$ cat config.mk
export PLATFORM = sky130hd
export DESIGN_NAME = multicycle_control
export DESIGN_NICKNAME = d
export VERILOG_FILES = /design/src/rtl/riscv_mc_pkg.sv /design/src/rtl/mc_wait_timer.sv /design/src/rtl/multicycle_control.sv
export SDC_FILE = /design/constraint.sdc
export NUM_CORES = 1
export LEC_CHECK = 0
export BUFFER_PORTS_ARGS = -buffer_cell sky130_fd_sc_hd__buf_2
export CORE_UTILIZATION = 52
export DETAILED_ROUTE_END_ITERATION = 6
export PLACE_DENSITY_LB_ADDON = 0.15
export SLEW_MARGIN = 5
export SYNTH_ARGS = -nofsm -noshare
export SYNTH_HDL_FRONTEND = slang
export SYNTH_SLANG_ARGS = --single-unit
$ cat constraint.sdc
create_clock -name clk -period 2.5 [get_ports clk]
set_input_delay 0.25 -clock clk [delete_from_list [all_inputs] [get_ports clk]]
set_output_delay 0.25 -clock clk [all_outputs]
set_load 0.02 [all_outputs]
$ cat src/rtl/riscv_mc_pkg.sv
// Shared constants for the multi-cycle RISC-V control unit: opcodes,
// FSM state encoding, ALU operation codes and datapath mux selects.
package riscv_mc_pkg;

    // Opcodes as they appear in IR[6:0]
    localparam logic [6:0] OP_LOAD   = 7'b0000011;
    localparam logic [6:0] OP_STORE  = 7'b0100011;
    localparam logic [6:0] OP_RTYPE  = 7'b0110011;
    localparam logic [6:0] OP_ITYPE  = 7'b0010011;
    localparam logic [6:0] OP_BRANCH = 7'b1100011;
    localparam logic [6:0] OP_LUI    = 7'b0110111;
    localparam logic [6:0] OP_JAL    = 7'b1101111;

    typedef enum logic [3:0] {
        ST_IDLE     = 4'd0,
        ST_FETCH    = 4'd1,
        ST_DECODE   = 4'd2,
        ST_MEM_ADDR = 4'd3,
        ST_MEM_RD   = 4'd4,
        ST_MEM_WB   = 4'd5,
        ST_MEM_WR   = 4'd6,
        ST_EXEC_R   = 4'd7,
        ST_EXEC_I   = 4'd8,
        ST_LUI      = 4'd9,
        ST_ALU_WB   = 4'd10,
        ST_BRANCH   = 4'd11,
        ST_JAL      = 4'd12,
        ST_FAULT    = 4'd13
    } state_t;

    // ALU operation codes
    localparam logic [2:0] ALU_ADD    = 3'b000;
    localparam logic [2:0] ALU_SUB    = 3'b001;
    localparam logic [2:0] ALU_PASSB  = 3'b010;
    localparam logic [2:0] ALU_RFUNCT = 3'b011;
    localparam logic [2:0] ALU_IFUNCT = 3'b100;

    // ALU operand A select
    localparam logic [1:0] SRC_A_PC    = 2'b00;
    localparam logic [1:0] SRC_A_RS1   = 2'b01;
    localparam logic [1:0] SRC_A_OLDPC = 2'b10;
    localparam logic [1:0] SRC_A_ZERO  = 2'b11;

    // ALU operand B select
    localparam logic [1:0] SRC_B_RS2  = 2'b00;
    localparam logic [1:0] SRC_B_FOUR = 2'b01;
    localparam logic [1:0] SRC_B_IMM  = 2'b10;

    // Register write-back source
    localparam logic [1:0] WB_ALUOUT = 2'b00;
    localparam logic [1:0] WB_MDR    = 2'b01;
    localparam logic [1:0] WB_PC     = 2'b10;

    // Fault cause encoding
    localparam logic CAUSE_ILLEGAL = 1'b0;
    localparam logic CAUSE_TIMEOUT = 1'b1;

    // States that hold a memory access open until Mem_Ready_i
    function automatic logic is_mem_wait(input state_t s);
        return (s == ST_FETCH) || (s == ST_MEM_RD) || (s == ST_MEM_WR);
    endfunction

endpackage

$ cat src/rtl/mc_wait_timer.sv
// Memory wait-state timer. Counts consecutive not-ready cycles of one memory
// access and flags the cycle in which the access has used up its budget.
// Ports:
//   clk, reset  clock / asynchronous active-high reset
//   clear       restart the count (asserted on every state change)
//   enable      this cycle is a not-ready wait cycle
//   expired     enable is high and this is wait cycle number MEM_TIMEOUT
// MEM_TIMEOUT = 0 disables the timeout; expired is then tied low.
module mc_wait_timer #(
    parameter int MEM_TIMEOUT = 15
) (
    input  logic clk,
    input  logic reset,
    input  logic clear,
    input  logic enable,
    output logic expired
);

    generate
        if (MEM_TIMEOUT > 0) begin : g_timeout
            localparam int CW = $clog2(MEM_TIMEOUT + 1);
            logic [CW-1:0] count;

            always_ff @(posedge clk or posedge reset) begin
                if (reset)       count <= '0;
                else if (clear)  count <= '0;
                else if (enable) count <= count + 1'b1;
            end

            // count holds the number of wait cycles already spent, so the
            // current one is the MEM_TIMEOUT-th when count == MEM_TIMEOUT-1
            assign expired = enable && (count == CW'(MEM_TIMEOUT - 1));
        end else begin : g_no_timeout
            assign expired = 1'b0;
        end
    endgenerate

endmodule

$ cat src/rtl/multicycle_control.sv
// Moore control FSM for the multi-cycle RISC-V datapath (shared memory, IR,
// ALUOut). Sequences FETCH/DECODE/EXECUTE/MEM/WB per opcode, waits on the
// memory ready handshake with a bounded timeout, and parks in a sticky FAULT
// state on an illegal opcode or a memory timeout (left only through reset).
// Ports:
//   clk, reset        clock / asynchronous active-high reset
//   OP_i              opcode from IR
//   Mem_Ready_i       memory completes the access this cycle
//   PC_Write_o, PC_Write_Cond_o, PC_Src_o, IorD_o, Mem_Read_o, Mem_Write_o,
//   IR_Write_o, Mem_to_Reg_o, Reg_Write_o, ALU_Src_A_o, ALU_Src_B_o,
//   ALU_Op_o          datapath controls
//   Fault_o           sticky fault flag
//   Fault_Cause_o     0 = illegal opcode, 1 = memory timeout
// Optional feature: define MC_CTRL_JAL_EN to decode JAL (1101111); without it
// that opcode is illegal.
module multicycle_control
    import riscv_mc_pkg::*;
#(
    parameter int ALU_OP_WIDTH = 3,
    parameter int MEM_TIMEOUT  = 15
) (
    input  logic                    clk,
    input  logic                    reset,
    input  logic [6:0]              OP_i,
    input  logic                    Mem_Ready_i,
    output logic                    PC_Write_o,
    output logic                    PC_Write_Cond_o,
    output logic                    PC_Src_o,
    output logic                    IorD_o,
    output logic                    Mem_Read_o,
    output logic                    Mem_Write_o,
    output logic                    IR_Write_o,
    output logic [1:0]              Mem_to_Reg_o,
    output logic                    Reg_Write_o,
    output logic [1:0]              ALU_Src_A_o,
    output logic [1:0]              ALU_Src_B_o,
    output logic [ALU_OP_WIDTH-1:0] ALU_Op_o,
    output logic                    Fault_o,
    output logic                    Fault_Cause_o
);

    state_t     state, state_next;
    logic       cause_q, cause_next;
    logic       wait_enable, wait_clear, wait_expired;
    logic [2:0] alu_op;

    always_ff @(posedge clk or posedge reset) begin
        if (reset) begin
            state   <= ST_IDLE;
            cause_q <= 1'b0;
        end else begin
            state   <= state_next;
            cause_q <= cause_next;
        end
    end

    // Any state change restarts the wait budget, so each access gets its own
    assign wait_enable = is_mem_wait(state) && !Mem_Ready_i;
    assign wait_clear  = (state_next != state);

    mc_wait_timer #(
        .MEM_TIMEOUT(MEM_TIMEOUT)
    ) u_wait_timer (
        .clk     (clk),
        .reset   (reset),
        .clear   (wait_clear),
        .enable  (wait_enable),
        .expired (wait_expired)
    );

    // Next state. Ready is tested before expiry: a completing access wins
    // over a timeout in the same cycle.
    always_comb begin
        state_next = state;
        cause_next = cause_q;
        case (state)
            ST_IDLE: state_next = ST_FETCH;
            ST_FETCH: begin
                if (Mem_Ready_i) state_next = ST_DECODE;
                else if (wait_expired) begin
                    state_next = ST_FAULT;
                    cause_next = CAUSE_TIMEOUT;
                end
            end
            ST_DECODE: begin
                case (OP_i)
                    OP_LOAD, OP_STORE: state_next = ST_MEM_ADDR;
                    OP_RTYPE:          state_next = ST_EXEC_R;
                    OP_ITYPE:          state_next = ST_EXEC_I;
                    OP_BRANCH:         state_next = ST_BRANCH;
                    OP_LUI:            state_next = ST_LUI;
`ifdef MC_CTRL_JAL_EN
                    OP_JAL:            state_next = ST_JAL;
`endif
                    default: begin
                        state_next = ST_FAULT;
                        cause_next = CAUSE_ILLEGAL;
                    end
                endcase
            end
            ST_MEM_ADDR: begin
                // IR is stable here, so the opcode is simply looked at again;
                // an opcode that is no longer a load/store is treated as illegal
                if (OP_i == OP_STORE)     state_next = ST_MEM_WR;
                else if (OP_i == OP_LOAD) state_next = ST_MEM_RD;
                else begin
                    state_next = ST_FAULT;
                    cause_next = CAUSE_ILLEGAL;
                end
            end
            ST_MEM_RD, ST_MEM_WR: begin
                if (Mem_Ready_i)
                    state_next = (state == ST_MEM_RD) ? ST_MEM_WB : ST_FETCH;
                else if (wait_expired) begin
                    state_next = ST_FAULT;
                    cause_next = CAUSE_TIMEOUT;
                end
            end
            ST_EXEC_R, ST_EXEC_I, ST_LUI:                state_next = ST_ALU_WB;
            ST_MEM_WB, ST_ALU_WB, ST_BRANCH, ST_JAL:     state_next = ST_FETCH;
            ST_FAULT:                                    state_next = ST_FAULT;
            default:                                     state_next = ST_IDLE;
        endcase
    end

    // Output decode from state only; FETCH additionally gates the IR/PC loads
    // with Mem_Ready_i so they fire only when the instruction word is valid.
    always_comb begin
        PC_Write_o      = 1'b0;
        PC_Write_Cond_o = 1'b0;
        PC_Src_o        = 1'b0;
        IorD_o          = 1'b0;
        Mem_Read_o      = 1'b0;
        Mem_Write_o     = 1'b0;
        IR_Write_o      = 1'b0;
        Mem_to_Reg_o    = WB_ALUOUT;
        Reg_Write_o     = 1'b0;
        ALU_Src_A_o     = SRC_A_PC;
        ALU_Src_B_o     = SRC_B_RS2;
        alu_op          = ALU_ADD;
        case (state)
            ST_FETCH: begin
                Mem_Read_o  = 1'b1;
                ALU_Src_B_o = SRC_B_FOUR;
                IR_Write_o  = Mem_Ready_i;
                PC_Write_o  = Mem_Ready_i;
            end
            ST_DECODE: begin
                // Branch target precomputed into ALUOut
                ALU_Src_A_o = SRC_A_OLDPC;
                ALU_Src_B_o = SRC_B_IMM;
            end
            ST_MEM_ADDR: begin
                ALU_Src_A_o = SRC_A_RS1;
                ALU_Src_B_o = SRC_B_IMM;
            end
            ST_MEM_RD: begin
                IorD_o     = 1'b1;
                Mem_Read_o = 1'b1;
            end
            ST_MEM_WB: begin
                Reg_Write_o  = 1'b1;
                Mem_to_Reg_o = WB_MDR;
            end
            ST_MEM_WR: begin
                IorD_o      = 1'b1;
                Mem_Write_o = 1'b1;
            end
            ST_EXEC_R: begin
                ALU_Src_A_o = SRC_A_RS1;
                ALU_Src_B_o = SRC_B_RS2;
                alu_op      = ALU_RFUNCT;
            end
            ST_EXEC_I: begin
                ALU_Src_A_o = SRC_A_RS1;
                ALU_Src_B_o = SRC_B_IMM;
                alu_op      = ALU_IFUNCT;
            end
            ST_LUI: begin
                ALU_Src_A_o = SRC_A_ZERO;
                ALU_Src_B_o = SRC_B_IMM;
                alu_op      = ALU_PASSB;
            end
            ST_ALU_WB: begin
                Reg_Write_o  = 1'b1;
                Mem_to_Reg_o = WB_ALUOUT;
            end
            ST_BRANCH: begin
                ALU_Src_A_o     = SRC_A_RS1;
                ALU_Src_B_o     = SRC_B_RS2;
                alu_op          = ALU_SUB;
                PC_Write_Cond_o = 1'b1;
                PC_Src_o        = 1'b1;
            end
            ST_JAL: begin
                // Jump target already in ALUOut from DECODE; rd gets PC+4
                PC_Write_o   = 1'b1;
                PC_Src_o     = 1'b1;
                Reg_Write_o  = 1'b1;
                Mem_to_Reg_o = WB_PC;
            end
            default: ;
        endcase
    end

    assign ALU_Op_o      = ALU_OP_WIDTH'(alu_op);
    assign Fault_o       = (state == ST_FAULT);
    assign Fault_Cause_o = cause_q;

endmodule
### Word-level counts from Yosys, hierarchy flattened

Cells that the tools add are included.

| storage, ports and cells | value |
|---|---|
| register bits after elaboration | 9 |
| output and inout bits | 19 |
| logic and storage cells | 78 |

| cells by class | value |
|---|---|
| $add $sub $neg | 1 |
| eq/ne operators | 26 |
| muxes and demuxes | 28 |
| reduce and logical (&&, ||, !) cells | 20 |

Operators by type and width:

| cell | count |
|---|---|
| $eq 4x4->1 const B | 7 |
| $mux 4 | 7 |
| $pmux 4 s7 | 1 |
| $eq 7x6->1 const B | 3 |
| $pmux 4 s5 | 1 |
| $eq 4x3->1 const B | 4 |
| $mux 1 | 12 |
| $pmux 3 s4 | 1 |
| $reduce_or 3->1 | 3 |
| $eq 4x2->1 const B | 2 |
| $ne 2x2->1 const B | 4 |
| $pmux 2 s2 | 2 |
| $reduce_or 2->1 | 4 |
| $reduce_or 4->1 | 2 |
| $eq 7x2->1 const B | 1 |
| $eq 7x5->1 const B | 1 |
| $eq 7x7->1 const B | 1 |
| $pmux 2 s3 | 1 |
| $reduce_and 6->1 | 1 |
| $reduce_or 6->1 | 1 |
| $reduce_or 5->1 | 1 |
| $add 4x1->4 const B | 1 |
| $eq 4x1->1 const B | 1 |
| $logic_not 4->1 | 1 |
| other kinds (10) | 12 |

### Logic depth before layout (Yosys ltp)

| logic depth | value |
|---|---|
| depth after elaboration | 10 |
| gate-level depth with buffers | 8 |

### By module

From an unflattened synthesis, not the netlist that was laid out.

| unflattened totals | value |
|---|---|
| cell total of the unflattened synthesis | 137 |
| area total of the unflattened synthesis | 1,022.2 sq um |

Modules (own cells, without submodules):

| module | instances | cells an instance | area an instance (sq um) | seq. area each (sq um) |
|---|---|---|---|---|
| multicycle_control | 1 | 116 | 795.8 | 125.1 |
| mc_wait_timer | 1 | 21 | 226.5 | 100.1 |

### Worst setup path before layout

No wires, ideal clock.

| timing path | value |
|---|---|
| path type | register to output |
| from | reg state[2] |
| to | out PC_Write_o |
| arrival | 2,050 ps |
| setup slack | 200 ps |
| stages on the path, launching flop included | 6 |
| cell sequence | dfrtp_1 buf_2 buf_1 buf_1 nor4_1 nand2b_1 |

| on the way | value |
|---|---|
| word-level cells in the longest chain between the ends | 2 |
| elaborated cells on any way between the ends | 3 |
| those cells by class | eq/ne (2); mux (1) |

RTL lines:

| item | RTL line | source |
|---|---|---|
| start, declared | multicycle_control.sv:42 | `state_t state, state_next;` |
| start signal, assigned | multicycle_control.sv:52 | `state <= state_next;` |
| $eq 4x4->1 or $eq 4x1->1 (tied branches) | multicycle_control.sv:141 | `case (state)` |
| $pmux 1 s2 (*) | multicycle_control.sv:141 |  |
| end, declared | multicycle_control.sv:26 | `output logic PC_Write_o,` |

Mark *: on every way between the ends. The rest lies on a longest branch, timed or not.

### Final worst setup path

| timing path | value |
|---|---|
| from | reg state[2] |
| to | reg u_wait_timer.g_timeout.count[1] |

| on the way | value |
|---|---|
| word-level cells in the longest chain between the ends | 10 |
| elaborated cells on any way between the ends | 29 |
| those cells by class | eq/ne (14); mux (6); reduce/logical (9) |

RTL lines:

| item | RTL line | source |
|---|---|---|
| $eq 4x1->1 or $eq 4x3->1 (tied branches) | riscv_mc_pkg.sv:60, multicycle_control.sv:76 |  |
| $logic_or 1x1->1 (2 in a row) | riscv_mc_pkg.sv:60 | `return (s == ST_FETCH) \|\| (s == ST_MEM_RD) \|\| (s == ST_MEM_WR);` |
| $logic_and 1x1->1 | multicycle_control.sv:58 | `assign wait_enable = is_mem_wait(state) && !Mem_Ready_i;` |
| $logic_and 1x1->1 | mc_wait_timer.sv:32 | `assign expired = enable && (count == CW'(MEM_TIMEOUT - 1));` |
| $mux 4 | multicycle_control.sv:80, multicycle_control.sv:114 |  |
| $mux 4, on equally long branches | multicycle_control.sv:112, multicycle_control.sv:79 |  |
| $pmux 4 s7 (*) | multicycle_control.sv:76 | `case (state)` |
| via state_next[1] | multicycle_control.sv:42 |  |
| $ne 4x4->1 (*) | multicycle_control.sv:59 | `assign wait_clear = (state_next != state);` |
| $mux 4 or $reduce_bool 2->1 (tied branches) | n/a |  |
| end signal, assigned | mc_wait_timer.sv:27 | `else if (enable) count <= count + 1'b1;` |
| end, declared | mc_wait_timer.sv:22 | `logic [CW-1:0] count;` |

The timed path passes the listed nets; every way through them passes the cells marked *.
A chain may end at the register's enable or synchronous reset.

==> results.yml <==
timing:
  finalSetupViolCount: 0
  fmax_mhz: 429
  skew_ps: 9.33
  final_min_period_over_clock_period_pct: 93.2
  worstMarginPinSlew_ps: 479
  relSlewSlack_pct: 67.2
  fin_tns_setup_ps: 0
  min_period_ps: 2330
  finalHoldViolCount: 0
  slew_violations: 0
  rsz0062_at_grt: "false"
critical_path:
  crit_path_max_incr_delay_ps: 730
  crit_required_ps: 2680
  timing.rr.end: "u_wait_timer.g_timeout.count[1]"
  crit_chain: "or4b_2, nor4_2, or4_4, mux2_4, a311o_1, nor2_1"
  path_buf_inv: 0
  cpLargestDelayFamily: "simple AND/OR/NAND/NOR gates"
  critPathKind: "reg2reg"
  rrSetupSlack_ps: 170
  cp_max_fo: 6
  crit_arrival_ps: 2510
  end_kind: "flop"
  r2r_cells: 6
  worst_path_max_delay_cell: "or4b_2"
  startpoint_type: "flop"
  timing.rr.start: "state[2]"
cts:
  post_cts_buffers: 0
  clkTransAtPathRegs_ps: 50
  h-tree-depth: 1
  cts_made_buffers: 3
  clockRootBuffer: "clkbuf_4"
  cts_tree: "done"
  clk_path_buf_depth: 2
  worstSkewPairLatency_ps: 260
  numClockSinks: 9
synthesis:
  ys_ff_latch: 9
  synth_common_cells: "nor2_1, nand2_1, dfrtp_1, inv_1, nor3_1"
  syn_inst: 147
  yosys_most_used_dff: "dfrtp_1"
  ys_types: 49
  synth_area_leaders: "dfrtp_1, nor2_1, nor3_1"
  yosysTopAreaCell: "dfrtp_1"
  syn-num-nets: 159
  syn_area_um2: 1070
  yosys.area.top_type_share_pct: 21.0
  yosysWarnings: 0
  synth_area_per_cell_um2: 7.31
  synth_most_common_cell: "nor2_1"
  async_reset_ff_share_pct: 100
  ys_seq_area_share_pct: 21.0
  synth-edff-count: 0
placement:
  gp_congestion: 0.909
  dp_cells: 198
  hpwl_um: 2120
  io_buffers: 28
finish:
  stdcell_count: 203
  drive_gt1_share_pct: 27.8
  syn_to_final_growth_pct: 20.8
  final_core_util_pct: 66.2
  multiInputGateArea_um2: 769
  num-fill-cells: 197
  antenna_cells: 0
  fin_nets: 189
  seqCellArea_um2: 225
floorplanning:
  core_area_um2: 1960
  rows: 16
  start_util_pct: 54.8
  dieHeight_um: 47.5
  ios: 29
  dieArea_um2: 2250
  die_x_um: 47.5
power:
  seq_power_share_pct: 14.7
  ir_drop_mv: 0.581
  pwr-share-clk_pct: 7.3
  power_switching_uw: 780
  power.density_nw_per_um2: 1150
  p_sw_share_pct: 52.3
  internal_power_uw: 710
  p_comb_share_pct: 78.0
  leakage_nw: 0.600
hold_path:
  worstHoldEndpoint: "Fault_Cause_o"
  min_from: "OP_i[3]"
  hold_class: "in2reg"
  min_path_cells: 4
routing:
  vias_per_cell: 5.96
  num_vias: 1210
  ant_nets: 0
  drtIter0Drc: 29
  drt_wl_total_um: 2750
  drtPass1Iterations: 4
  wl_per_cell_um: 13.5
  drc: 0
grt:
  grt_pass1_vias: 892
  grt_max_degree: 27
  grt.overflow.total: 0
  grt_use_total_pct: 25.0
  grt_first_pass_wirelength_um: 3880
  antenna_found_initial: 0
run_status:
  status: "complete, no violations"
run:
  maxCapViolations: 0
## per-layer routing
metal | share of wire, % | wire (µm) | global-route usage (%) | up-vias
met1 | 44 | 1220 | 32.3 | 565
met3 | 4.9 | 134 | 3.77 | 2
li1 | - | - | - | 602
met2 | 50 | 1370 | 43.6 | 41
met4 | 0.58 | 16 | 6.29 | 0
met5 | 0 | 0 | 0 | -
## layout make-up
| type | instances | share of cell area (%) |
|---|---|---|
| inverters | 9 | 2.60 |
| well taps | 27 | 2.60 |
| clock buffers | 4 | 2.02 |
| repair buffers | 37 | 16.2 |
| multi-input cells | 117 | 59.2 |
| flip-flops and latches | 9 | 17.3 |
## kinds of logic after synthesis
family	share of synthesized area, %
simple gates	35.6
compound gates	25.7
buf+inv	8.03
flops	21.0
xor+xnor	4.08
fa+ha+maj	3.26
mux	2.33
## worst register-to-register path: stages (launching register included)
cell,delay [ps]
dfrtp_1,430
or4b_2,730
nor4_2,180
or4_4,180
mux2_4,290
a311o_1,330
nor2_1,130
## placed cells by master (no fill, tap or decap), types with 3 or more instances in the layout
| master | n |
|---|---|
| o22ai_1 | 3 |
| nand2_1 | 12 |
| xnor2_1 | 3 |
| nand3_1 | 3 |
| a2111oi_0 | 3 |
| a31oi_1 | 3 |
| a21oi_1 | 8 |
| nor2_1 | 15 |
| dfrtp_1 | 9 |
| nand3b_1 | 4 |
| buf_4 | 8 |
| inv_1 | 9 |
| clkbuf_4 | 3 |
| buf_2 | 28 |
| nand2b_1 | 5 |
| nor3_1 | 9 |
| o21ai_0 | 7 |
## how the worst max path moves through the flow
stage | startpoint | end | depth (start not counted)
final | state[2] | u_wait_timer.g_timeout.count[1] | 6
after global routing | state[3] | u_wait_timer.g_timeout.count[1] | 6
after CTS | state[2] | u_wait_timer.g_timeout.count[1] | 6
after detailed placement | state[2] | u_wait_timer.g_timeout.count[1] | 6
after global placement | state[2] | u_wait_timer.g_timeout.count[0] | 6
after floorplan | state[2] | PC_Write_o | 5
## flip-flops by register name (all words and copies together) (netlist names)
name	cells
Fault_Cause_o	1
state	4
u_wait_timer.g_timeout.count	4
## power by group through the flow
stage / combinational, mW / clock [mW] / sequential, mW
final: 1.16 / 0.109 / 0.219
after global routing: 1.26 / 0.122 / 0.223
after CTS: 1.15 / 0.112 / 0.218
after detailed placement: 1.15 / 0 / 0.220
after global placement: 1.14 / 0 / 0.216
after floorplan: 0.893 / 0 / 0.204
## per-stage QoR
| stage | power (mW) | hold slack [ps] | setup WS, ps | cell area, µm² |
|---|---|---|---|---|
| 2_1_floorplan | 1.10 | 77.9 | 200 | 1070 |
| 4_1_cts | 1.48 | 449 | 99.4 | 1290 |
| 6_report | 1.49 | 457 | 169 | 1300 |
| 5_1_grt | 1.61 | 478 | 65.5 | 1300 |
| 3_3_place_gp | 1.35 | 221 | 210 | 1260 |
| 3_5_place_dp | 1.37 | 216 | 113 | 1260 |
## repair_timing
item | 4_1_cts | 5_1_grt
resized for setup | 0 | 1
endpoints found under the hold margin | 9 | 0
setup endpoints to repair | 0 | 1
hold buffers | 1 | 0
No activity file was read; power rests on OpenSTA's default activity.
